$ cat src/rtl/lsu_pkg.sv
// rtl/lsu_pkg.sv - shared states, fault codes and funct3/opcode constants for lsu_ctrl
package lsu_pkg;

  typedef enum logic [1:0] {
    IDLE   = 2'd0,
    ACCESS = 2'd1,
    RESP   = 2'd2
  } lsu_state_t;

  typedef enum logic [1:0] {
    FLT_NONE     = 2'b00,
    FLT_MISALIGN = 2'b01,
    FLT_ILLEGAL  = 2'b10,
    FLT_TIMEOUT  = 2'b11
  } lsu_fault_t;

  localparam logic [2:0] F3_B  = 3'b000;
  localparam logic [2:0] F3_H  = 3'b001;
  localparam logic [2:0] F3_W  = 3'b010;
  localparam logic [2:0] F3_D  = 3'b011;
  localparam logic [2:0] F3_BU = 3'b100;
  localparam logic [2:0] F3_HU = 3'b101;
  localparam logic [2:0] F3_WU = 3'b110;

  localparam logic [6:0] OP_LOAD  = 7'h03;
  localparam logic [6:0] OP_STORE = 7'h23;

  function automatic logic is_mem_opcode(input logic [6:0] op);
    return (op == OP_LOAD) || (op == OP_STORE);
  endfunction

endpackage

$ cat src/rtl/lsu_lane_align.sv
// rtl/lsu_lane_align.sv - store lane replication / byte enables and load lane extraction
// Purely combinational; funct3[1:0] is the access size, funct3[2] selects zero-extension.
module lsu_lane_align import lsu_pkg::*; #(
  parameter int XLEN = 32
) (
  input  logic [2:0]                   i_f3,
  input  logic [$clog2(XLEN/8)-1:0]    i_off,
  input  logic [XLEN-1:0]              i_wdata,
  input  logic [XLEN-1:0]              i_rdata,
  output logic [XLEN/8-1:0]            o_web,
  output logic [XLEN-1:0]              o_di,
  output logic [XLEN-1:0]              o_ldata
);

  localparam int NB = XLEN / 8;

  logic [NB-1:0]   w_mask;
  logic [XLEN-1:0] w_shifted;

  always_comb begin
    w_mask = '0;
    o_di   = i_wdata;
    case (i_f3[1:0])
      2'd0: begin
        w_mask = NB'(1);
        o_di   = {NB{i_wdata[7:0]}};
      end
      2'd1: begin
        w_mask = NB'(3);
        o_di   = {(NB/2){i_wdata[15:0]}};
      end
      2'd2: begin
        w_mask = NB'(15);
        o_di   = {(NB/4){i_wdata[31:0]}};
      end
      default: begin
        w_mask = '1;
        o_di   = i_wdata;
      end
    endcase
  end

  assign o_web = ~(w_mask << i_off);

  // Bring the addressed lane down to bit 0, then extend by access type.
  assign w_shifted = i_rdata >> {i_off, 3'b000};

  always_comb begin
    o_ldata = w_shifted;
    case (i_f3)
      F3_B:    o_ldata = XLEN'($signed(w_shifted[7:0]));
      F3_H:    o_ldata = XLEN'($signed(w_shifted[15:0]));
      F3_W:    o_ldata = XLEN'($signed(w_shifted[31:0]));
      F3_BU:   o_ldata = XLEN'(w_shifted[7:0]);
      F3_HU:   o_ldata = XLEN'(w_shifted[15:0]);
      F3_WU:   o_ldata = XLEN'(w_shifted[31:0]);
      default: o_ldata = w_shifted;
    endcase
  end

endmodule

$ cat src/rtl/lsu_ctrl.sv
// rtl/lsu_ctrl.sv - multi-cycle load/store controller driving a wait-state SRAM port
// Define LSU_TIMEOUT_EN to add the ACCESS timeout fault (TIMEOUT_CYC cycles without mem_ack).
module lsu_ctrl import lsu_pkg::*; #(
  parameter int XLEN        = 32,
  parameter int ADDR_W      = 32,
  parameter int TIMEOUT_CYC = 255
) (
  input  logic                clk,
  input  logic                rst,
  input  logic                req_valid,
  output logic                req_ready,
  input  logic                req_load,
  input  logic                req_store,
  input  logic [2:0]          req_funct3,
  input  logic [ADDR_W-1:0]   req_addr,
  input  logic [XLEN-1:0]     req_wdata,
  output logic                mem_cs,
  output logic                mem_oe,
  output logic [XLEN/8-1:0]   mem_web,
  output logic [ADDR_W-1:0]   mem_addr,
  output logic [XLEN-1:0]     mem_di,
  input  logic [XLEN-1:0]     mem_do,
  input  logic                mem_ack,
  output logic                resp_valid,
  output logic [XLEN-1:0]     resp_rdata,
  output logic [1:0]          resp_fault
);

  localparam int NB    = XLEN / 8;
  localparam int OFF_W = $clog2(NB);

  if ((XLEN != 32 && XLEN != 64) || ADDR_W < 3 || TIMEOUT_CYC < 1) begin : g_bad_params
    $error("lsu_ctrl: unsupported XLEN/ADDR_W/TIMEOUT_CYC");
  end

  lsu_state_t        r_state, w_next;
  lsu_fault_t        r_fault, w_dec_fault;
  logic              r_load;
  logic [2:0]        r_f3;
  logic [ADDR_W-1:0] r_addr;
  logic [XLEN-1:0]   r_wdata, r_rdata;
  logic              w_accept, w_f3_ok, w_illegal, w_misalign, w_timeout;
  logic [NB-1:0]     w_web;
  logic [XLEN-1:0]   w_di, w_ldata;

  assign w_accept = req_valid & req_ready;

  always_comb begin
    w_f3_ok = 1'b0;
    if (req_store)
      w_f3_ok = (req_funct3 == F3_B) || (req_funct3 == F3_H) || (req_funct3 == F3_W) ||
                (req_funct3 == F3_D && XLEN == 64);
    else
      w_f3_ok = (req_funct3 == F3_B) || (req_funct3 == F3_H) || (req_funct3 == F3_W) ||
                (req_funct3 == F3_BU) || (req_funct3 == F3_HU) ||
                ((req_funct3 == F3_D || req_funct3 == F3_WU) && XLEN == 64);
    w_illegal = (req_load == req_store) || !w_f3_ok;
    case (req_funct3[1:0])
      2'd1:    w_misalign = req_addr[0];
      2'd2:    w_misalign = req_addr[1:0] != 2'b00;
      2'd3:    w_misalign = req_addr[2:0] != 3'b000;
      default: w_misalign = 1'b0;
    endcase
    if (w_illegal)
      w_dec_fault = FLT_ILLEGAL;
    else if (w_misalign)
      w_dec_fault = FLT_MISALIGN;
    else
      w_dec_fault = FLT_NONE;
  end

`ifdef LSU_TIMEOUT_EN
  localparam int CNT_W = $clog2(TIMEOUT_CYC + 1);
  logic [CNT_W-1:0] r_cnt;

  // Held at zero outside ACCESS so every access starts a fresh count.
  always_ff @(posedge clk or negedge rst) begin
    if (!rst)
      r_cnt <= '0;
    else if (r_state != ACCESS)
      r_cnt <= '0;
    else if (!mem_ack)
      r_cnt <= r_cnt + 1'b1;
  end

  assign w_timeout = (r_state == ACCESS) && !mem_ack && (r_cnt == CNT_W'(TIMEOUT_CYC - 1));
`else
  assign w_timeout = 1'b0;
`endif

  lsu_lane_align #(.XLEN(XLEN)) u_align (
    .i_f3    (r_f3),
    .i_off   (r_addr[OFF_W-1:0]),
    .i_wdata (r_wdata),
    .i_rdata (mem_do),
    .o_web   (w_web),
    .o_di    (w_di),
    .o_ldata (w_ldata)
  );

  always_ff @(posedge clk or negedge rst) begin
    if (!rst)
      r_state <= IDLE;
    else
      r_state <= w_next;
  end

  always_comb begin
    w_next     = r_state;
    req_ready  = 1'b0;
    mem_cs     = 1'b0;
    mem_oe     = 1'b0;
    mem_web    = '1;
    mem_addr   = '0;
    mem_di     = '0;
    resp_valid = 1'b0;
    resp_rdata = '0;
    resp_fault = FLT_NONE;
    case (r_state)
      IDLE: begin
        req_ready = 1'b1;
        if (req_valid)
          w_next = (w_dec_fault == FLT_NONE) ? ACCESS : RESP;
      end
      ACCESS: begin
        mem_cs   = 1'b1;
        mem_oe   = r_load;
        mem_web  = r_load ? '1 : w_web;
        mem_addr = {r_addr[ADDR_W-1:OFF_W], OFF_W'(0)};
        mem_di   = r_load ? '0 : w_di;
        if (mem_ack || w_timeout)
          w_next = RESP;
      end
      RESP: begin
        resp_valid = 1'b1;
        resp_rdata = r_rdata;
        resp_fault = r_fault;
        w_next     = IDLE;
      end
      default: w_next = IDLE;
    endcase
  end

  always_ff @(posedge clk or negedge rst) begin
    if (!rst) begin
      r_load  <= 1'b0;
      r_f3    <= '0;
      r_addr  <= '0;
      r_wdata <= '0;
      r_rdata <= '0;
      r_fault <= FLT_NONE;
    end else if (w_accept) begin
      r_load  <= req_load;
      r_f3    <= req_funct3;
      r_addr  <= req_addr;
      r_wdata <= req_wdata;
      r_rdata <= '0;
      r_fault <= w_dec_fault;
    end else if (r_state == ACCESS) begin
      if (mem_ack)
        r_rdata <= r_load ? w_ldata : '0;
      else if (w_timeout)
        r_fault <= FLT_TIMEOUT;
    end
  end

endmodule

$ cat config.mk
export PLATFORM = sky130hd
export DESIGN_NAME = lsu_ctrl
export DESIGN_NICKNAME = d
export VERILOG_FILES = /design/src/rtl/lsu_pkg.sv /design/src/rtl/lsu_lane_align.sv /design/src/rtl/lsu_ctrl.sv
export SDC_FILE = /design/constraint.sdc
export NUM_CORES = 1
export LEC_CHECK = 0
export BUFFER_PORTS_ARGS = -buffer_cell sky130_fd_sc_hd__clkbuf_2
export CORE_ASPECT_RATIO = 0.5
export CORE_MARGIN = 2
export CORE_UTILIZATION = 32
export CTS_BUF_LIST = sky130_fd_sc_hd__clkbuf_8 sky130_fd_sc_hd__clkbuf_16
export CTS_CLUSTER_DIAMETER = 40
export DETAILED_ROUTE_END_ITERATION = 8
export PLACE_DENSITY = 0.57
export SLEW_MARGIN = 40
export SYNTH_ARGS = -nofsm -noshare
export SYNTH_HDL_FRONTEND = slang
export SYNTH_HIERARCHICAL = 1
export SYNTH_SLANG_ARGS = --single-unit
$ cat constraint.sdc
create_clock -name clk -period 2 [get_ports clk]
set_clock_uncertainty 0.15 [all_clocks]
set_input_delay 0.4 -clock clk [delete_from_list [all_inputs] [get_ports clk]]
set_output_delay 0.4 -clock clk [all_outputs]
set_load 0.02 [all_outputs]
### After elaboration in Yosys (flattened, before gate mapping)

Index checks and enable logic that the tools add are counted.

* register bits: 104
* bits of input ports: 105

* equality and inequality tests: 16
* shift operators: 2
* muxes and demuxes: 26
* bitwise logic cells: 2
* reduce and logical (&&, ||, !) cells: 17

Operator list (number)
* 32-bit 2-to-1 mux: 8
* 32-bit one-hot mux with 4 select lines: 1
* 32-bit one-hot mux with 2 select lines: 1
* 32-bit by 5-bit >> shifter with 32-bit output: 1
* 3-bit equality test (second input constant): 4
* 2-bit 2-to-1 mux: 5
* 4-bit 2-to-1 mux: 2
* 4-bit one-hot mux with 2 select lines: 1
* 2-bit by 1-bit equality test with 1-bit output (second input constant): 3
* 2-bit equality test (second input constant): 3
* 3-bit by 1-bit equality test with 1-bit output (second input constant): 2
* 2-bit zero test: 3
* 3-bit zero test: 2
* 1-bit 2-to-1 mux: 6
* 2-bit nonzero test: 3
* 1-bit logical OR: 5
* 2-bit != test (second input constant): 2
* 4-bit NOT: 1
* 2-bit one-hot mux with 2 select lines: 1
* 2-bit AND reduction: 2
* 4-bit by 2-bit << shifter with 4-bit output: 1
* 3-bit by 2-bit equality test with 1-bit output (second input constant): 1
* 1-bit one-hot mux with 3 select lines: 1
* 3-bit nonzero test: 1
* other kinds (3): 3

### Logic depth before layout (Yosys ltp)

* depth in word-level cells: 13
* mapped depth: 7
* gate-level depth less buffers: 4

### Cells and area by module

The synthesis kept the hierarchy.

By module, submodules not included
* lsu_ctrl: times used 1, cells an instance 359, area each 4908.5 µm², seq. area each 2602.5 µm²
* lsu_lane_align: times used 1, cells an instance 179, area each 1362.6 µm², seq. area each 0.0 µm²

### Worst setup path after synthesis

No wires, ideal clock.

* kind: register to output
* start point: register r_addr[0]
* end point: output mem_web[0]
* arrival time: 1575 ps
* data required time: 1450 ps
* path slack: -125 ps
* stages on the path, launching flop included: 6
* path buffers: 3
* cell sequence: dfrtp_1 -> buf_6 -> buf_6 -> buf_6 -> or2_2 -> or3_1

* longest elaborated chain between the ends: 4

RTL lines
* start: declaration: RTL line lsu_ctrl.sv:40 `logic [ADDR_W-1:0] r_addr;`
* start signal: assignment: RTL line lsu_ctrl.sv:155 `r_addr <= req_addr;`
* 4-bit by 2-bit << shifter with 4-bit output: RTL line lsu_lane_align.sv:43 `assign o_web = ~(w_mask << i_off);`
* 4-bit NOT: RTL line lsu_lane_align.sv:43
* named net w_web[0]: RTL line lsu_ctrl.sv:43 `logic [NB-1:0] w_web;`
* 4-bit 2-to-1 mux: RTL line lsu_ctrl.sv:128 `mem_web = r_load ? '1 : w_web;`
* 4-bit 2-to-1 mux: RTL line lsu_ctrl.sv:119 `case (r_state)`
* end: declaration: RTL line lsu_ctrl.sv:19 `output logic [XLEN/8-1:0] mem_web,`

The timed path passes the listed nets, and every way through them passes these cells.

### Worst setup path in the final report

* start point: register r_state[1]
* end point: output mem_di[23]

* longest elaborated chain between the ends: 2

RTL lines
* start: declaration: RTL line lsu_ctrl.sv:36 `lsu_state_t r_state, w_next;`
* start signal: assignment: RTL line lsu_ctrl.sv:105 `r_state <= w_next;`
* 2-bit by 1-bit equality test with 1-bit output: RTL line lsu_ctrl.sv:119
* 32-bit 2-to-1 mux: RTL line lsu_ctrl.sv:119
* end: declaration: RTL line lsu_ctrl.sv:21 `output logic [XLEN-1:0] mem_di,`

Every way passes these cells.

==> results.md <==
* Detailed router's first-iteration violation count at 266
* Clock input transition at the sequential cells of the worst setup and hold paths at 0.08 ns
* Buffer cell driving the clock tree root: sky130_fd_sc_hd__clkbuf_16
* Clk_lat worst skew at 0.36 ns
* Critical hold path startpoint: req_addr[30]
* Minimum setup slack in the final design at -0.2754 ns
* Number of antenna violations at the first check in global routing at 0
* Final layout net count at 886
* Post-route ant nets at 0
* Mapped Area at 6271 um2
* Proportion of synthesized flip-flops having asynchronous set or reset at 100.0%
* Final routed wirelength across all metal layers at 20,440 um
* Endpoint with the worst hold slack: r_addr[30]
* Critical path fanouts, max at 16
* Most frequent cells in the layout: 112 x sky130_fd_sc_hd__clkbuf_2, 99 x sky130_fd_sc_hd__dfrtp_1, 89 x sky130_fd_sc_hd__buf_8
* Data arrival, critical path at 1.73 ns
* Library cells used by synthesis at 44
* Violated checks: negative setup slack
* RSZ-0062 raised after global routing: yes
* Worst ir drop on vdd at 425.3 uV
* Total Die Area at 20,800 um2
* Most instantiated flip-flop cell in the synthesis netlist: sky130_fd_sc_hd__dfrtp_1
* Buffers added on ports at 208
* Power density of the placed cells at 741.9 nW/um2
* Number of design rule violations left after detail routing at 0
* Register bit total from synthesis at 104
* TritonCTS clock tree: built
* Type of origin of the critical path: register
* Total grt overflow at 0
* Worst reg2reg setup slack at 0 ns
* RePlAce Congestion at 0.7552
* Number of global-route vias before repair at 5,307
* Top-area cell type share of the netlist area at 41.50%
* All-layer global routing usage at 18.59%
* Worst min-delay path class: in2reg
* Static leakage at 4.820 nW
* Period Utilization, post-route at 113.8%
* Fraction of the yosys area taken by sequential cells at 41.50%
* Share of cells above drive strength 1 at 65.01%
* Number of top-level pins at 211
* Vert. Die Dim at 103.0 um
* Terminus of the critical flop-to-flop path: r_rdata[10]
* Fin. Hold Viols at 0
* Capturing element type of the critical path: output port
* Initial cell density of the core at 32.45%
* Detail Placement HPWL at 12,480 um
* Worst hold stages at 2
* Kind of critical path: reg2out
* Largest net degree at the start of global routing at 48
* Avg Cell Area, Syn at 11.66 um2
* Wire length of the first global-routing pass at 29,830 um
* Total instance count after detailed placement at 991
* EDFF count, synth at 0
* H-Tree Level Count at 3
* Antenna cell count at 0
* Number of synthesis warnings at 6
* Crit path cell chain: nand2b_4 -> nor2_4 -> buf_16 -> and2_1 -> clkbuf_2
* Cell type with the highest aggregate area in the netlist: sky130_fd_sc_hd__dfrtp_1
* Most common cell after layout, fill and taps aside: sky130_fd_sc_hd__clkbuf_2
* Drt first pass iters at 4
* Number of max-cap violations at 0
* Max Clk Rate at 0.4395 GHz
* WL per Instance at 19.43 um
* Final setup fails at 104
* Post-synthesis instance total at 538
* Number of vias per cell at 4.816
* Worst R2R Path Depth at 7
* Biggest area contributors in the synthesized netlist: sky130_fd_sc_hd__dfrtp_1 42%, sky130_fd_sc_hd__mux2_4 17%, sky130_fd_sc_hd__and2_1 9.8%
* Number of buffers inserted during clock tree synthesis at 9
* Clock sink count at 104
* Synth-to-layout area growth at 60.67%
* Core Footprint at 19,320 um2
* Number of slew-limit violations in the final report at 0
* CP max stage cell: sky130_fd_sc_hd__dfrtp_1
* Cell row count at 36
* Number of vias in the routed layout at 5,066
* Horiz. Die Dim at 202.0 um
* Buffer levels on the longest clock path at 2
* Worst stage delay on the critical path at 0.40 ns
* Result of the run: finished with violations
* Final min period at 2.275 ns
* Post-Route Hold Slack at 0.1167 ns
* Required time worst endpoint at 1.45 ns
* Critical register-to-register path startpoint: r_addr[0]
* Final std cells w/o fill at 1,052
[what timing repair did]
item                       4_1_cts  5_1_grt
setup buffers                   21        9
hold buffers                     1        0
pin swaps                       46       24
setup endpoints to repair      118      187
hold endpoints to repair        15        0
gates resized for setup        310      117
gates cloned                    12        8
[state kept, by name (all words and copies together), names as in the netlist]
register and flops:
r_addr 32, r_rdata 32, r_wdata 32, r_f3 3
r_fault 2, r_state 2, r_load 1
[per-layer routing]
layer	wire (um)	part of all wire, %	GRT usage (%)
met5	0	0	0
met1	8921	44	23.33
met3	777	3.8	3.508
met2	10430	51	33.49
met4	310	1.5	4.695
[cell usage after synthesis, types with 7 or more instances]
| cell type | instances |
|---|---|
| sky130_fd_sc_hd__a21oi_1 | 18 |
| sky130_fd_sc_hd__a22o_1 | 32 |
| sky130_fd_sc_hd__and2_1 | 98 |
| sky130_fd_sc_hd__buf_2 | 12 |
| sky130_fd_sc_hd__buf_4 | 11 |
| sky130_fd_sc_hd__buf_6 | 13 |
| sky130_fd_sc_hd__clkbuf_1 | 10 |
| sky130_fd_sc_hd__dfrtp_1 | 104 |
| sky130_fd_sc_hd__mux2_2 | 22 |
| sky130_fd_sc_hd__mux2_4 | 69 |
| sky130_fd_sc_hd__mux2i_1 | 24 |
| sky130_fd_sc_hd__nand2_1 | 34 |
| sky130_fd_sc_hd__nor2_1 | 8 |
| sky130_fd_sc_hd__o211ai_2 | 10 |
| sky130_fd_sc_hd__o21ai_0 | 16 |
| sky130_fd_sc_hd__or2_1 | 7 |
[power breakdown]
part           leakage, nW  switching [mW]  internal [mW]
logic                 3.36            1.14           1.55
clock network        0.173           0.837           1.27
registers             1.29           0.258           2.42
total                 4.82            2.24           5.24
[cells by family after synthesis]
| kind of cell | share of synthesized area, % |
|---|---|
| DFF | 41.50 |
| other | 0.05980 |
| muxes | 25.02 |
| buffers and inverters | 6.484 |
| and+or+nand+nor | 15.22 |
| AOI/OAI and AO/OA | 11.71 |
[critical path: cells and delay by family, from the launching register on]
| kind | cells | cell delay, ns |
|---|---|---|
| DFF | 1 | 0.40 |
| and+or+nand+nor | 3 | 0.60 |
| buffers and inverters | 2 | 0.36 |
[worst max path at each step]
stage                     from           to  depth (start not counted)
floorplan            r_addr[0]   mem_web[0]                          5
global placement     mem_do[7]  r_rdata[31]                          5
detailed placement   mem_do[7]  r_rdata[31]                          5
CTS                    r_f3[0]   mem_di[10]                          5
global route        r_state[1]   mem_di[23]                          5
finish              r_state[1]   mem_di[23]                          5
[layout make-up]
type / count / area [um2]
Fill cell: 1668 / 9248
Clock buffer: 10 / 239.0
Inverter: 2 / 15.01
Tap cell: 266 / 332.8
Clock inverter: 6 / 116.4
Timing Repair Buffer: 283 / 3178
Multi-Input combinational cell: 381 / 3586
Sequential cell: 104 / 2609
[metrics by stage]
stage	TNS [ns]	power, mW	area [um2]	setup slack [ns]	utilization, %
CTS	-20.14	7.339	9661	-0.2804	49.99
floorplan	-0.03057	4.221	6299	-0.03057	-
global route	-25.17	7.842	10080	-0.3345	52.14
detailed placement	-1.106	4.781	7636	-0.09149	39.52
global placement	-0.2930	4.739	7636	-0.03845	39.52
finish	-19.15	7.476	10080	-0.2754	52.14
Note: power is estimated with default switching activity, not from simulation.
